`config.mk`:
```
export PLATFORM = sky130hd
export DESIGN_NAME = fcmp_pipe_flat
export DESIGN_NICKNAME = d
export VERILOG_FILES = /design/src/rtl/fpu_pkg.sv /design/src/rtl/fcmp_pipe_if.sv /design/src/rtl/fclass.sv /design/src/rtl/fcmp_pipe.sv /design/src/flat_wrapper.sv
export SDC_FILE = /design/constraint.sdc
export NUM_CORES = 1
export LEC_CHECK = 0
export CAP_MARGIN = 30
export CELL_PAD_IN_SITES_DETAIL_PLACEMENT = 1
export CELL_PAD_IN_SITES_GLOBAL_PLACEMENT = 2
export CORE_ASPECT_RATIO = 1.25
export CORE_MARGIN = 4
export CORE_UTILIZATION = 31
export CTS_CLUSTER_SIZE = 25
export DETAILED_ROUTE_END_ITERATION = 8
export PLACE_DENSITY = 0.84
export SLEW_MARGIN = 20
export SYNTH_ARGS = -nofsm -noshare
export SYNTH_HDL_FRONTEND = slang
export SYNTH_SLANG_ARGS = --single-unit
```
`constraint.sdc`:
```
create_clock -name clk -period 2.83 [get_ports clk]
set_input_delay 0.4245 -clock clk [delete_from_list [all_inputs] [get_ports clk]]
set_output_delay 0.4245 -clock clk [all_outputs]
set_load 0.03 [all_outputs]
```
`src/rtl/fpu_pkg.sv`:
```
// -----------------------------------------------------------------------------
// fpu_pkg
// Types and constants shared by the FPU compare pipeline:
//   fcmp_op_t : compare opcode (FEQ / FLT / FLE / reserved)
//   EXP_W     : single-precision exponent width
//   MAN_W     : single-precision mantissa width
//   fclass_t  : per-operand classification produced by fclass
// -----------------------------------------------------------------------------
package fpu_pkg;

    localparam int EXP_W = 8;
    localparam int MAN_W = 23;

    typedef enum logic [1:0] {
        FEQ  = 2'd0,
        FLT  = 2'd1,
        FLE  = 2'd2,
        RSVD = 2'd3
    } fcmp_op_t;

    typedef struct packed {
        logic nan;
        logic snan;
        logic zero;
        logic sign;
    } fclass_t;

endpackage

```
`src/rtl/fcmp_pipe_if.sv`:
```
// -----------------------------------------------------------------------------
// fcmp_pipe_if
// Request/response bundle of the FP compare unit.
//   in_valid/in_ready  : request handshake, with in_op/in_x1/in_x2/in_tag
//   out_valid/out_ready: result handshake, with out_y/out_tag
//   nv / nv_clr        : sticky invalid flag and its synchronous clear
// master = requester/consumer side, slave = the compare unit.
// -----------------------------------------------------------------------------
interface fcmp_pipe_if #(
    parameter int TAG_W = 5
);
    logic             in_valid;
    logic             in_ready;
    logic [1:0]       in_op;
    logic [31:0]      in_x1;
    logic [31:0]      in_x2;
    logic [TAG_W-1:0] in_tag;
    logic             out_valid;
    logic             out_ready;
    logic [31:0]      out_y;
    logic [TAG_W-1:0] out_tag;
    logic             nv;
    logic             nv_clr;

    modport master (
        output in_valid, in_op, in_x1, in_x2, in_tag, out_ready, nv_clr,
        input  in_ready, out_valid, out_y, out_tag, nv
    );

    modport slave (
        input  in_valid, in_op, in_x1, in_x2, in_tag, out_ready, nv_clr,
        output in_ready, out_valid, out_y, out_tag, nv
    );
endinterface

```
`src/rtl/fclass.sv`:
```
// -----------------------------------------------------------------------------
// fclass
// Combinational classifier for one single-precision operand.
//   x   : operand bits
//   cls : {nan, snan, zero, sign}
// Denormals are not flagged; they are compared by bit pattern downstream.
// -----------------------------------------------------------------------------
module fclass
    import fpu_pkg::*;
(
    input  logic [31:0] x,
    output fclass_t     cls
);
    logic [EXP_W-1:0] exp_s;
    logic [MAN_W-1:0] man_s;
    logic             nan_s;

    assign exp_s = x[30:23];
    assign man_s = x[22:0];
    assign nan_s = (exp_s == 8'hFF) && (man_s != 23'd0);

    // pack the classification; quiet bit is mantissa MSB
    always_comb begin
        cls.nan  = nan_s;
        cls.snan = nan_s & ~man_s[22];
        cls.zero = (exp_s == 8'd0) && (man_s == 23'd0);
        cls.sign = x[31];
    end
endmodule

```
`src/rtl/fcmp_pipe.sv`:
```
// -----------------------------------------------------------------------------
// fcmp_pipe
// Two-stage pipelined single-precision FEQ/FLT/FLE unit with valid/ready
// backpressure, destination tag pass-through and a sticky NV flag.
//   clk  : clock
//   rstn : asynchronous active-low reset
//   bus  : fcmp_pipe_if.slave (request, result, nv, nv_clr)
// Stage 1 registers the request and classifies operands; stage 2 computes
// the result and holds out_y/out_tag/out_valid until consumed.
// -----------------------------------------------------------------------------
module fcmp_pipe
    import fpu_pkg::*;
#(
    parameter int TAG_W = 5
) (
    input  logic          clk,
    input  logic          rstn,
    fcmp_pipe_if.slave    bus
);
    // stage 1 registers
    logic             s1_valid_r;
    fcmp_op_t         s1_op_r;
    logic [TAG_W-1:0] s1_tag_r;
    logic [31:0]      s1_x1_r;
    logic [31:0]      s1_x2_r;

    // stage 2 / output registers
    logic             s2_valid_r;
    logic             s2_nv_r;
    logic [31:0]      out_y_r;
    logic [TAG_W-1:0] out_tag_r;
    logic             nv_r;

    logic    s1_adv_s;
    logic    s2_adv_s;
    logic    out_fire_s;
    fclass_t c1_s;
    fclass_t c2_s;
    logic    any_nan_s;
    logic    any_snan_s;
    logic    eq_s;
    logic    lt_s;
    logic    res_s;
    logic    nv_set_s;

    assign s2_adv_s   = ~s2_valid_r | bus.out_ready;
    assign s1_adv_s   = ~s1_valid_r | s2_adv_s;
    assign out_fire_s = s2_valid_r & bus.out_ready;

    assign bus.in_ready  = s1_adv_s;
    assign bus.out_valid = s2_valid_r;
    assign bus.out_y     = out_y_r;
    assign bus.out_tag   = out_tag_r;
    assign bus.nv        = nv_r;

    // stage 1: capture request whenever the slot is free or moving on
    always_ff @(posedge clk or negedge rstn) begin
        if (!rstn) begin
            s1_valid_r <= 1'b0;
            s1_op_r    <= FEQ;
            s1_tag_r   <= '0;
            s1_x1_r    <= 32'd0;
            s1_x2_r    <= 32'd0;
        end else if (s1_adv_s) begin
            s1_valid_r <= bus.in_valid;
            if (bus.in_valid) begin
                s1_op_r  <= fcmp_op_t'(bus.in_op);
                s1_tag_r <= bus.in_tag;
                s1_x1_r  <= bus.in_x1;
                s1_x2_r  <= bus.in_x2;
            end
        end
    end

    fclass u_cls1 (.x(s1_x1_r), .cls(c1_s));
    fclass u_cls2 (.x(s1_x2_r), .cls(c2_s));

    // compare: sign-magnitude ordering, +0 == -0, NaN forces res = 0
    always_comb begin
        eq_s       = 1'b0;
        lt_s       = 1'b0;
        res_s      = 1'b0;
        nv_set_s   = 1'b0;
        any_nan_s  = c1_s.nan | c2_s.nan;
        any_snan_s = c1_s.snan | c2_s.snan;
        if (c1_s.zero && c2_s.zero) begin
            eq_s = 1'b1;
            lt_s = 1'b0;
        end else begin
            eq_s = (s1_x1_r == s1_x2_r);
            if (c1_s.sign != c2_s.sign) begin
                lt_s = c1_s.sign;
            end else if (!c1_s.sign) begin
                lt_s = (s1_x1_r[30:0] < s1_x2_r[30:0]);
            end else begin
                lt_s = (s1_x1_r[30:0] > s1_x2_r[30:0]);
            end
        end
        case (s1_op_r)
            FEQ: begin
                res_s    = ~any_nan_s & eq_s;
                nv_set_s = any_snan_s;
            end
            FLT: begin
                res_s    = ~any_nan_s & lt_s;
                nv_set_s = any_nan_s;
            end
            FLE: begin
                res_s    = ~any_nan_s & (lt_s | eq_s);
                nv_set_s = any_nan_s;
            end
            default: begin
                res_s    = 1'b0;
                nv_set_s = 1'b0;
            end
        endcase
    end

    // stage 2: result register, held while the consumer stalls
    always_ff @(posedge clk or negedge rstn) begin
        if (!rstn) begin
            s2_valid_r <= 1'b0;
            s2_nv_r    <= 1'b0;
            out_y_r    <= 32'd0;
            out_tag_r  <= '0;
        end else if (s2_adv_s) begin
            s2_valid_r <= s1_valid_r;
            if (s1_valid_r) begin
                out_y_r   <= {31'd0, res_s};
                out_tag_r <= s1_tag_r;
                s2_nv_r   <= nv_set_s;
            end
        end
    end

    // sticky NV: raised when an offending op is handed off; set beats clear
    always_ff @(posedge clk or negedge rstn) begin
        if (!rstn) begin
            nv_r <= 1'b0;
        end else begin
            nv_r <= (out_fire_s & s2_nv_r) | (nv_r & ~bus.nv_clr);
        end
    end
endmodule

```
`src/flat_wrapper.sv`:
```
// flat-port wrapper written by rule: the top's interface ports become plain ports
module fcmp_pipe_flat import fpu_pkg::*;
#(
    parameter int TAG_W = 5
)
  (clk, rstn, bus_in_valid, bus_in_op, bus_in_x1, bus_in_x2, bus_in_tag, bus_out_ready, bus_nv_clr, bus_in_ready, bus_out_valid, bus_out_y, bus_out_tag, bus_nv);
  fcmp_pipe_if #(.TAG_W(TAG_W)) bus_i ();
  input  logic clk;
  input  logic rstn;
  input wire logic [$bits(bus_i.in_valid)-1:0] bus_in_valid;
  input wire logic [$bits(bus_i.in_op)-1:0] bus_in_op;
  input wire logic [$bits(bus_i.in_x1)-1:0] bus_in_x1;
  input wire logic [$bits(bus_i.in_x2)-1:0] bus_in_x2;
  input wire logic [$bits(bus_i.in_tag)-1:0] bus_in_tag;
  input wire logic [$bits(bus_i.out_ready)-1:0] bus_out_ready;
  input wire logic [$bits(bus_i.nv_clr)-1:0] bus_nv_clr;
  output wire logic [$bits(bus_i.in_ready)-1:0] bus_in_ready;
  output wire logic [$bits(bus_i.out_valid)-1:0] bus_out_valid;
  output wire logic [$bits(bus_i.out_y)-1:0] bus_out_y;
  output wire logic [$bits(bus_i.out_tag)-1:0] bus_out_tag;
  output wire logic [$bits(bus_i.nv)-1:0] bus_nv;
  assign bus_i.in_valid = bus_in_valid;
  assign bus_i.in_op = bus_in_op;
  assign bus_i.in_x1 = bus_in_x1;
  assign bus_i.in_x2 = bus_in_x2;
  assign bus_i.in_tag = bus_in_tag;
  assign bus_i.out_ready = bus_out_ready;
  assign bus_i.nv_clr = bus_nv_clr;
  assign bus_in_ready = bus_i.in_ready;
  assign bus_out_valid = bus_i.out_valid;
  assign bus_out_y = bus_i.out_y;
  assign bus_out_tag = bus_i.out_tag;
  assign bus_nv = bus_i.nv;
  fcmp_pipe #(.TAG_W(TAG_W)) u_core (.clk(clk), .rstn(rstn), .bus(bus_i));
endmodule
```
Word-level counts from Yosys, hierarchy flattened. Cells that the tools add are included.

Register bits: 81. Logic and storage cells: 59.

Mux-type cells: 6. Bitwise logic cells: 20. Reductions and logical operators: 15. Eq/ne operators: 6. Order comparisons: 2.

Operators with widths (number): 23-bit logical NOT (2); 23-bit nonzero test (2); 32-bit == test (1); 31-bit > comparator (1); 31-bit < comparator (1); 8-bit == test, second input constant (2); 8-bit logical NOT (2); 1-bit bitwise AND (8); 1-bit inverter (6); 1-bit bitwise OR (6); 1-bit logical AND (5); 1-bit two-way mux (4); 2-bit AND reduction (2); 1-bit one-hot mux with 3 select lines (1); 2-bit by 1-bit == test with 1-bit output, second input constant (1); 2-bit == test, second input constant (1); 2-bit logical NOT (1); 1-bit one-hot mux with 2 select lines (1); 2-bit OR reduction (1); 1-bit inequality test (1).

Depth between registers and ports, before layout. Gate-level depths: netlist of the first run.

Word-level depth: 7. Gate-level depth with buffers: 8.

Hierarchy. A second synthesis of the first run with hierarchy kept.

Cell total of the unflattened synthesis: 373. Area, all modules: 4409.2 µm².

By module, submodules not included: fcmp_pipe (area each 4164.0 µm², instances 1, seq. area each 2026.9 µm², cells an instance 339); fclass (area each 122.6 µm², instances 2, seq. area each 0.0 µm², cells an instance 17).

Least setup slack after synthesis of the first run. OpenSTA, ideal clock, no wires.

Path kind: register -> register. From: reg u_core.s1_x2_r[13]. To: reg u_core.out_y_r[0] (netlist: u_core.bus.out_y[0]). Slack: 866 ps. Data arrival time: 1841 ps. Data required time: 2707 ps. Stages on the path, launching flop included: 9. Cells stage by stage: dfrtp_1 inv_1 ha_1 nand4_2 or4_4 o21bai_1 o22ai_1 a211oi_2 o31ai_1.

Cells in the longest elaborated chain, start to end: 7.

Ends and longest elaborated chain: start, declared (line fcmp_pipe.sv:25) `logic [31:0] s1_x2_r;`; start signal, assigned (line fcmp_pipe.sv:70) `s1_x2_r <= bus.in_x2;`; 31-bit < comparator (tied with other cells) (line fcmp_pipe.sv:94) `lt_s = (s1_x1_r[30:0] < s1_x2_r[30:0]);`; 1-bit two-way mux or 1-bit logical AND (tied branches) (line fcmp_pipe.sv:93, fclass.sv:26); 1-bit two-way mux or 1-bit logical AND (tied branches) (line fcmp_pipe.sv:91, fcmp_pipe.sv:86); 1-bit two-way mux (line fcmp_pipe.sv:86) `if (c1_s.zero && c2_s.zero) begin`; 1-bit bitwise OR (line fcmp_pipe.sv:109) `res_s = ~any_nan_s & (lt_s | eq_s);`; 1-bit bitwise AND (line fcmp_pipe.sv:109); 1-bit one-hot mux with 3 select lines (*) (line fcmp_pipe.sv:99) `case (s1_op_r)`; end signal, assigned (line fcmp_pipe.sv:129) `out_y_r <= {31'd0, res_s};`; end, declared (line fcmp_pipe.sv:30) `logic [31:0] out_y_r;`.

Mark *: on every way between the ends. The rest lies on a longest branch, timed or not. A chain may end at the register's enable or synchronous reset.

Worst setup path after layout of the first run.
From: reg u_core.s1_x1_r[12]. To: reg u_core.out_y_r[0] (netlist: u_core.bus.out_y[0]).

Cells in the longest elaborated chain, start to end: 7.

Ends and longest elaborated chain: start, declared (line fcmp_pipe.sv:24) `logic [31:0] s1_x1_r;`; start signal, assigned (line fcmp_pipe.sv:69) `s1_x1_r <= bus.in_x1;`; 31-bit < comparator (tied with other cells) (line fcmp_pipe.sv:94); 1-bit two-way mux or 1-bit logical AND (tied branches) (line fcmp_pipe.sv:93, fclass.sv:26); 1-bit two-way mux or 1-bit logical AND (tied branches) (line fcmp_pipe.sv:91, fcmp_pipe.sv:86); 1-bit two-way mux (line fcmp_pipe.sv:86); 1-bit bitwise OR (line fcmp_pipe.sv:109); 1-bit bitwise AND (line fcmp_pipe.sv:109); 1-bit one-hot mux with 3 select lines (*) (line fcmp_pipe.sv:99).

Marked as above.

==> out/qor.yml, run 1 <==
run_status:
  status: "completed"
timing:
  slew_violations: 0
  clock_skew_ns: 0.005682
  finalSetupViolCount: 0
  finalCriticalPeriod_ns: 2.218
  finalCritPeriodShare_pct: 78.38
  holdWs_ns: 0.02717
  fmax_mhz: 450.8
  hold_violations: 0
  tns_ns: 0
  grt_setup_unrepaired: "false"
die:
  coreArea_um2: 13810
  rows: 48
  die-height_um: 140.5
  initial_core_util_pct: 31.54
  ios: 116
  die-area_um2: 16030
  fp.dieW_um: 114.0
final_layout:
  final_core_util_pct: 40.65
  areaGrowthSynthToFinish_pct: 28.89
  final_area_um2: 5615
  drive_gt1_share_pct: 21.84
  stdcell_count: 642
  final_common_cell: "clkdlybuf4s50_1"
  diodes: 0
  fin_nets: 573
  final_cell_mix: "clkdlybuf4s50_1, dfrtp_1, mux2_2"
placement:
  place_area_um2: 5309
  place_congestion: 0.7457
  place_inst: 626
  dp_hpwl_mm: 8.471
  io_buffer_count: 84
routing:
  drt_iter0_markers: 60
  vias: 3048
  first_pass_iters: 4
  wl_per_cell_um: 16.86
  drc: 0
  totalWireLength_mm: 10.82
  drtAntennaViolNets: 0
  via_per_inst: 4.748
global_route:
  grt_first_pass_wirelength_mm: 17.63
  grt_pass1_vias: 3391
  gr-usage-all-layers_pct: 14.26
  grt_start_max_net_pins: 72
  antenna_found_initial: 0
  grt.overflow.total: 0
clock_tree:
  clock_latency_ns: 0.34
  cts_buffers: 9
  hold_buffers: 0
  clock-root-buffer: "clkbuf_16"
  clk_path_buf_depth: 2
  cts_tree: "done"
  cts_setup_buffers: 0
  cts_num_sinks: 81
  htreeDepth: 3
  ctsResizeCount: 0
  clkTransAtPathRegs_ns: 0.06
power_and_ir_drop:
  p_leak_nw: 2.464
  ir_worst_vdd_mv: 0.2896
  power_density_nw_per_um2: 637.5
setup_path:
  critPathArrivalTime_ns: 2.46
  cp_num_buf_inv: 0
  cp_max_fo: 3
  worstPathCellList: "ha_1 -> nand4_2 -> or4_4 -> nor3_1 -> a21oi_1 -> o31a_1 -> o31ai_1"
  endpoint_kind: "flip-flop"
  crit_required_ns: 3.08
  critPathSlowestCell: "or4_4"
  critPathKind: "reg2reg"
  slowest_delay_ns: 0.59
  start_kind: "flip-flop"
  path_delay_family: "simple AND/OR/NAND/NOR gates"
synthesis:
  synth_compound_area_share_pct: 5.342
  synth-simple-area-share_pct: 8.817
  synth_cell_type_count: 34
  synth-xor-area-share_pct: 0.2010
  synth_top_family_by_area: "multiplexers"
  synthCells: 373
  syn_avg_cell_area_um2: 11.68
  yosysSeqAreaShare_pct: 46.52
  ys_warn_count: 0
  netlist_area_um2: 4357
  synth_area_leaders: "dfrtp_1, mux2_2, ha_1, buf_4, inv_1"
  synth_top_cell_by_area: "dfrtp_1"
  muxShareOfSynthArea_pct: 19.64
  ys_ff_latch: 81
  synth_fa_ha_area_share_pct: 10.05
  yosysTopAreaCellShare_pct: 46.52
job:
  drv_cap: 0
min_path:
  hold_path.class: "in2async"
==> worst register-to-register path, stage by stage, from the launching register on <==
cell     delay [ns]
dfrtp_1        0.42
ha_1           0.33
nand4_2        0.14
or4_4          0.59
nor3_1         0.26
a21oi_1        0.07
o31a_1         0.24
o31ai_1        0.07
==> flip-flops by register name, summed over array words and instances, names as in the netlist <==
| register | cells |
|---|---|
| u_core.s1_x1_r | 32 |
| u_core.s1_x2_r | 32 |
| u_core.bus.out_tag | 5 |
| u_core.s1_tag_r | 5 |
| u_core.s1_op_r | 2 |
| u_core.bus.nv | 1 |
| u_core.bus.out_valid | 1 |
| u_core.bus.out_y | 1 |
| u_core.s1_valid_r | 1 |
| u_core.s2_nv_r | 1 |
==> cell usage after synthesis <==
cell        n
dfrtp_1    81
nand2b_1    3
ha_1       35
or4_4       2
nand4_2     1
buf_4      31
and2b_2     1
mux2_2     76
nand4_1    13
a211oi_2    1
conb_1      1
a211o_1     1
nand3b_1    2
buf_2       7
nand3_1     6
o2bb2ai_1   1
o22ai_1     2
a211oi_1    1
o21bai_1    1
o21ai_0     6
inv_1      37
nor4_1     14
a22o_1      2
nor2_1      7
o31a_1      1
o31ai_1     2
o21a_1      1
nand2_1    12
nor3_1      6
a221oi_1    3
nor2_2      1
o21ai_1     2
xor2_1      1
a21oi_1    12
==> final timing paths <==
check	depth (start not counted)	to	from	slack, ns
worst max-delay path	7	u_core.bus.out_y[0]	u_core.s1_x1_r[12]	0.61
worst min-delay path	1	u_core.s1_x2_r[24]	rstn	0.03
worst max register to register	7	u_core.bus.out_y[0]	u_core.s1_x1_r[12]	0.61
worst min register to register	1	u_core.bus.out_valid	u_core.s1_valid_r	0.50
max in group asynchronous	2	u_core.s1_x1_r[14]	rstn	2.21
min in group clk	1	u_core.bus.out_valid	u_core.s1_valid_r	0.50
==> logic make-up (layout without fill, tap and decap cells) <==
| group | count (synthesis) | count (layout) |
|---|---|---|
| other cells | 1 | 31 |
| fa+ha+maj | 35 | 35 |
| mux | 76 | 76 |
| simple gates | 68 | 68 |
| compound gates | 36 | 36 |
| xor+xnor | 1 | 1 |
| buf+inv | 75 | 139 |
| flops | 81 | 81 |
==> per-layer routing <==
| metal | vias to the layer above | global-route usage (%) | wire, µm |
|---|---|---|---|
| met5 | - | 0 | 0 |
| met4 | 0 | 5.253 | 221 |
| met3 | 17 | 3.933 | 486 |
| met2 | 72 | 25.76 | 5898 |
| met1 | 1514 | 15.77 | 4216 |
| li1 | 1445 | - | - |
==> layout make-up <==
cell class              count  area (µm²)
fillers                  1510        8198
multi-input cells         247        2038
flip-flops and latches     81        2027
repair buffers             86       885.9
clock buffers              10       239.0
well taps                 175       219.0
inverters                  37       138.9
clock inverters             6       67.56
==> report_power, final <==
part           total [mW]  switching [mW]  internal [mW]
combinational       0.888           0.438          0.450
sequential           1.49           0.161           1.33
clock                1.20           0.492          0.707
total                3.58            1.09           2.49
==> metrics by stage <==
stage               total power, mW  setup WS, ns
floorplan                     2.074        0.8655
global placement              2.353        0.6473
detailed placement            2.418        0.6129
CTS                           3.653        0.6074
global route                  3.807        0.5244
finish                        3.580        0.6117
Power figures use the tool's default switching activity.
==> run 2, diff against run 1 <==
CORE_UTILIZATION = 28   (was 31)
PLACE_DENSITY = 0.8   (was 0.84)
clock period = 1.81 ns   (was 2.83 ns; I/O delays follow)
==> run 2 against run 1 <==
The flow now finishes with violations (negative setup slack). Global-route usage grew 0.31 points. Sequential cell count is the same. Via count increased by 8.4%. Die area rose by 10%. Worst hold slack gained 0.42 ns. Critical path depth is 1 higher. Fmax up 5.6%. Largest cell class unchanged. Largest power group unchanged.
==> out/qor.yml, run 2 (same netlist as run 1, synthesis figures left out) <==
setup_path:
  cp_max_fo: 3  # unchanged
  endpoint_kind: "flip-flop"
  start_kind: "flip-flop"
  setup.worst_path.start: "u_core.s1_x2_r[10]"
  critPathKind: "reg2reg"
  critPathArrivalTime_ns: 2.33  # -0.13 ns
  r2r_start: "u_core.s1_x2_r[10]"
  crit_required_ns: 2.04  # -1.04 ns
min_path:
  hold_path.class: "in2async"
timing:
  finalCritPeriodShare_pct: 116.1  # +38 points
  fmax_mhz: 476.0  # +5.6%
  hold_violations: 0  # unchanged
  timing.final.ws_setup_ns: -0.2909  # -0.9027 ns
  worstMarginPinSlew_ns: 0.5218
  slew_violations: 0  # unchanged
  holdWs_ns: 0.4483  # +0.4211 ns
  slew-limit-headroom_pct: 65.22
  finalSetupViolCount: 2  # +2
  finalCriticalPeriod_ns: 2.101  # -0.1173 ns
  tns_ns: -0.4773  # -0.4773 ns
  clock_skew_ns: 0.005087  # -0.0005947 ns
  grt_setup_unrepaired: "true"
global_route:
  grt.overflow.total: 0  # unchanged
  grt_pass1_vias: 3754  # +11%
  grt_first_pass_wirelength_mm: 19.75  # +12%
  gr-usage-all-layers_pct: 14.58  # +0.31 points
  antenna_found_initial: 0  # unchanged
  grt_start_max_net_pins: 43  # -40%
die:
  ios: 116  # unchanged
  coreArea_um2: 15140  # +9.6%
  die-height_um: 147.5  # +4.9%
  die-area_um2: 17630  # +10%
  initial_core_util_pct: 28.78  # -2.8 points
  fp.dieW_um: 119.6  # +4.9%
  rows: 50  # +4.2%
final_layout:
  drive_gt1_share_pct: 34.20  # +12 points
  diodes: 0  # unchanged
  reg_top3: "u_core.s1_x1_r (32), u_core.s1_x2_r (32)"
  final_common_cell: "clkdlybuf4s50_1"
  final_cell_mix: "clkdlybuf4s50_1, dfrtp_1, mux2_2"
  areaGrowthSynthToFinish_pct: 43.42
  fin_nets: 646  # +13%
  fill_cells: 1722  # +14%
clock_tree:
  htreeDepth: 3  # unchanged
  cts_tree: "done"
  clock_latency_ns: 0.34  # about the same
  cts_num_sinks: 81  # unchanged
  clock-root-buffer: "clkbuf_16"
  clk_path_buf_depth: 2  # unchanged
  clkTransAtPathRegs_ns: 0.06  # about the same
  cts_buffers: 9  # unchanged
routing:
  wl_per_cell_um: 16.37  # -2.9%
  first_pass_iters: 4  # unchanged
  drc: 0  # unchanged
  drtAntennaViolNets: 0  # unchanged
  totalWireLength_mm: 12.22  # +13%
  drt_iter0_markers: 64  # +6.7%
  via_per_inst: 4.428  # -6.7%
  vias: 3303  # +8.4%
placement:
  dp_slack_ns: -0.3268  # -0.9397 ns
  dp_hpwl_mm: 9.579  # +13%
  place_congestion: 0.8178  # +9.7%
  io_buffer_count: 84  # unchanged
power_and_ir_drop:
  power_density_nw_per_um2: 927.8  # +46%
  p_leak_nw: 2.812  # +14%
  ir_worst_vdd_mv: 0.3790  # +31%
job:
  drv_cap: 0  # unchanged
run_status:
  violations: "negative setup slack"
  status: "finished, violations left"
[run 2: cell count changes in the layout (fill, tap and decap cells not counted), sizes merged]
cell           before  now
clkinvlp            5    1
buf                 3   76
clkdlybuf4s50      83   82
dlygate4sd3         0    1
clkinv              0    3
bufinv              1    0
[run 2: routing by layer]
metal | track usage [%] | routed length, µm | vias up | share of wire [%]
met3 | 3.023 | 468 | 19 | 3.8
li1 | - | - | 1584 | -
met4 | 6.705 | 279 | 0 | 2.3
met5 | 0 | 0 | - | 0
met2 | 25.96 | 6514 | 78 | 53
met1 | 16.69 | 4952 | 1622 | 41
[run 2: critical path: stages, from the launching register on]
cell and delay (ns):
dfrtp_1 0.39, inv_1 0.06, ha_1 0.30, nand4_1 0.13
or4_4 0.61, o21bai_1 0.15, o22ai_1 0.09, a211oi_2 0.17
o31ai_1 0.08
[run 2: through the flow]
step / std cells / instance area (µm²) / power (mW) / utilization, %
floorplan: 403 / 4486 / 3.252 / -
global route: 746 / 6248 / 6.187 / 41.27
CTS: 744 / 6193 / 5.859 / 40.91
global placement: 725 / 5862 / 4.055 / 38.72
detailed placement: 725 / 5862 / 4.129 / 38.72
finish: 746 / 6248 / 5.797 / 41.27
[run 2: timing repair]
action,in CTS,in global routing
hold buffers,1,0
pin swaps,8,5
buffers inserted,4,2
endpoints found under the hold margin,34,0
resized for setup,5,8
setup endpoints to repair,2,2
[run 2: power breakdown]
| part | switching, mW | internal (mW) |
|---|---|---|
| Clock | 0.720 | 0.906 |
| Sequential | 0.193 | 2.08 |
| Combinational | 0.866 | 1.03 |
| Total | 1.78 | 4.02 |
[run 2: worst paths after layout]
path                            slack, ns                    to  cells past startpoint
worst min register to register       0.50  u_core.bus.out_valid                      1
max in group asynchronous            0.77    u_core.s1_x1_r[28]                      3
worst max-delay path                -0.29   u_core.bus.out_y[0]                      8
min in group clk                     0.49         u_core.bus.nv                      2
worst max register to register      -0.29   u_core.bus.out_y[0]                      8
worst min-delay path                 0.45    u_core.s1_x2_r[26]                      2
[run 2: layout make-up]
type	count	area, µm²	area share [%]
Multi-Input combinational cell	247	2131	34.10
Sequential cell	81	2028	32.46
Timing Repair Buffer	159	1439	23.03
Tap cell	208	260.3	4.165
Clock buffer	10	229.0	3.664
Inverter	37	138.9	2.223
Clock inverter	4	22.52	0.3604
==> run 3, diff against run 2 <==
CELL_PAD_IN_SITES_DETAIL_PLACEMENT = not set   (was 1)
CELL_PAD_IN_SITES_GLOBAL_PLACEMENT = not set   (was 2)
CORE_ASPECT_RATIO = 0.75   (was 1.25)
CORE_UTILIZATION = 40   (was 28)
PLACE_DENSITY = 0.75   (was 0.8)
==> run 3 against run 2 <==
The run still ends with negative setup slack left. Fmax down 1.9%. Register-to-register slack got worse by 0.04 ns. First-iteration DRC count increased to 2.6 times the previous value. Die area down 28%. Design area up 0.88%. Sequential cell count is the same. Power is 5.5% higher. Clock skew about the same. Combinational power about the same. Via count fell by 0.15%. Largest cell class unchanged. Largest power group unchanged.
==> out/qor.yml, run 3 (same netlist as run 1, synthesis figures left out) <==
setup_path:
  start_kind: "flip-flop"
  ff2ff_path_depth: 7  # -1
  path_delay_family: "simple AND/OR/NAND/NOR gates"
  critPathSlowestCell: "or4_4"
  reg2reg_setup_slack_ns: -0.33  # -0.04 ns
  critPathKind: "reg2reg"
  cp_max_fo: 5  # +2
  crit_required_ns: 2.03  # about the same
  critPathArrivalTime_ns: 2.36  # +0.03 ns
  cp_num_buf_inv: 0  # -1
  r2r_start: "u_core.s1_x1_r[18]"
  worstReg2RegEnd: "u_core.bus.out_y[0]"
  worstPathCellList: "ha_4 -> nand4_1 -> or4_4 -> o21bai_1 -> o22ai_1 -> a211oi_2 -> o31ai_1"
  slowest_delay_ns: 0.62  # about the same
  endpoint_kind: "flip-flop"
die:
  ios: 116  # unchanged
  fp.dieW_um: 128.5  # +7.5%
  initial_core_util_pct: 41.69  # +13 points
  die-area_um2: 12640  # -28%
  rows: 32  # -36%
  die-height_um: 98.38  # -33%
  coreArea_um2: 10450  # -31%
min_path:
  hold_path.class: "in2async"
clock_tree:
  cts_buffers: 9  # unchanged
  clkTransAtPathRegs_ns: 0.06  # about the same
  htreeDepth: 3  # unchanged
  clock-root-buffer: "clkbuf_16"
  clk_path_buf_depth: 2  # unchanged
  clock_latency_ns: 0.34  # about the same
  cts_tree: "done"
  cts_num_sinks: 81  # unchanged
routing:
  totalWireLength_mm: 10.67  # -13%
  drt_iter0_markers: 164  # +160%
  wl_per_cell_um: 15.79  # -3.6%
  drtAntennaViolNets: 0  # unchanged
  vias: 3298  # -0.15%
  first_pass_iters: 4  # unchanged
  drc: 0  # unchanged
  via_per_inst: 4.879  # +10%
timing:
  hold_violations: 0  # unchanged
  holdWs_ns: 0.3888  # -0.05946 ns
  clock_skew_ns: 0.005186  # +0.00009873 ns
  timing.final.ws_setup_ns: -0.3308  # -0.03987 ns
  finalCriticalPeriod_ns: 2.141  # +0.03987 ns
  grt_setup_unrepaired: "true"
  tns_ns: -0.3513  # +0.1260 ns
  finalCritPeriodShare_pct: 118.3  # +2.2 points
  slew_violations: 0  # unchanged
  finalSetupViolCount: 2  # unchanged
  fmax_mhz: 467.1  # -1.9%
final_layout:
  areaGrowthSynthToFinish_pct: 44.69
  final_cell_mix: "clkdlybuf4s50_1, dfrtp_1, mux2_2"
  final_common_cell: "clkdlybuf4s50_1"
  drive_gt1_share_pct: 35.56  # +1.4 points
  fin_nets: 647  # +0.15%
  fill_cells: 824  # -52%
  diodes: 0  # unchanged
  reg_top3: "u_core.s1_x1_r (32), u_core.s1_x2_r (32)"
power_and_ir_drop:
  power_density_nw_per_um2: 970.1  # +4.6%
  ir_worst_vdd_mv: 0.4311  # +14%
  pwr-share-comb_pct: 31.2  # -1.5 points
  netSwitchingFraction_pct: 29.49  # -1.2 points
  p_leak_nw: 2.863  # +1.8%
  p_int_mw: 4.312  # +7.3%
  switching_power_mw: 1.803  # +1.4%
  p_seq_share_pct: 37.3  # -2.0 points
  clockPowerShare_pct: 31.5  # +3.5 points
global_route:
  grt_start_max_net_pins: 41  # -4.7%
  antenna_found_initial: 0  # unchanged
  grt_pass1_vias: 3618  # -3.6%
  grt.overflow.total: 0  # unchanged
  gr-usage-all-layers_pct: 17.45  # +2.9 points
  grt_first_pass_wirelength_mm: 17.39  # -12%
run_status:
  status: "finished, violations left"
  violations: "negative setup slack"
placement:
  io_buffer_count: 84  # unchanged
  dp_slack_ns: -0.3444  # -0.01755 ns
  place_congestion: 0.8767  # +7.2%
  dp_hpwl_mm: 8.310  # -13%
job:
  drv_cap: 0  # unchanged
==> run 3: cell count changes in the layout (fill, tap and decap cells not counted), moves of 2 or more <==
cell       delta
bufinv_16     +2
nor3_2        -2
nor4_1        -6
nor4_2        +2
nor4_4        +4
==> run 3: area by class of cell <==
| cell class | instances | area [µm²] | share of cell area [%] |
|---|---|---|---|
| clock inverters | 6 | 83.83 | 1.330 |
| inverters | 37 | 138.9 | 2.203 |
| flip-flops and latches | 81 | 2028 | 32.18 |
| well taps | 136 | 170.2 | 2.699 |
| clock buffers | 9 | 225.2 | 3.573 |
| repair buffers | 160 | 1450 | 23.01 |
| multi-input cells | 247 | 2207 | 35.01 |
==> run 3: worst max path at each step <==
stage                                endpoint  depth (start not counted)  slack (ns)                from
final                     u_core.bus.out_y[0]                          7       -0.33  u_core.s1_x1_r[18]
after global routing      u_core.bus.out_y[0]                          8       -0.41  u_core.s1_x2_r[16]
after CTS                 u_core.bus.out_y[0]                          7       -0.28  u_core.s1_x1_r[17]
after detailed placement  u_core.bus.out_y[0]                          8       -0.34  u_core.s1_x2_r[16]
after global placement    u_core.bus.out_y[0]                          8       -0.24   u_core.s1_x1_r[7]
after floorplan           u_core.bus.out_y[0]                          8       -0.15  u_core.s1_x2_r[29]
==> run 3: layer usage <==
metal	track usage, %	up-vias	routed length, µm
met5	0	-	0
met4	6.053	0	171
met3	4.921	15	608
met2	27.37	96	4889
met1	23.19	1584	5003
li1	-	1603	-
==> run 3: power by group through the flow <==
stage | Clock [mW] | Sequential (mW) | Combinational [mW]
after global routing | 2.04 | 2.31 | 2.09
after detailed placement | 0 | 2.30 | 1.78
final | 1.93 | 2.28 | 1.91
after floorplan | 0 | 2.35 | 0.904
after global placement | 0 | 2.28 | 1.72
after CTS | 1.96 | 2.28 | 1.90
==> run 3: worst reg2reg max path: stages (launching register included) <==
cell	delay, ns
dfrtp_1	0.41
ha_4	0.29
nand4_1	0.13
or4_4	0.62
o21bai_1	0.18
o22ai_1	0.11
a211oi_2	0.19
o31ai_1	0.09
==> run 3: metrics by stage <==
step	std cells	power, mW	util (%)	instance area, µm²
floorplan	403	3.252	-	4486
global placement	654	3.994	55.30	5779
detailed placement	654	4.080	55.30	5779
CTS	675	6.136	60.15	6286
global route	676	6.446	60.32	6304
finish	676	6.115	60.32	6304
==> run 3: timing repair <==
| action | CTS | global route |
|---|---|---|
| gates resized for setup | 20 | 2 |
| endpoints found under the setup margin | 2 | 2 |
| pin swaps | 14 | 4 |
| buffers inserted | 5 | 1 |
| hold buffers | 1 | 0 |
| hold endpoints to repair | 26 | 0 |
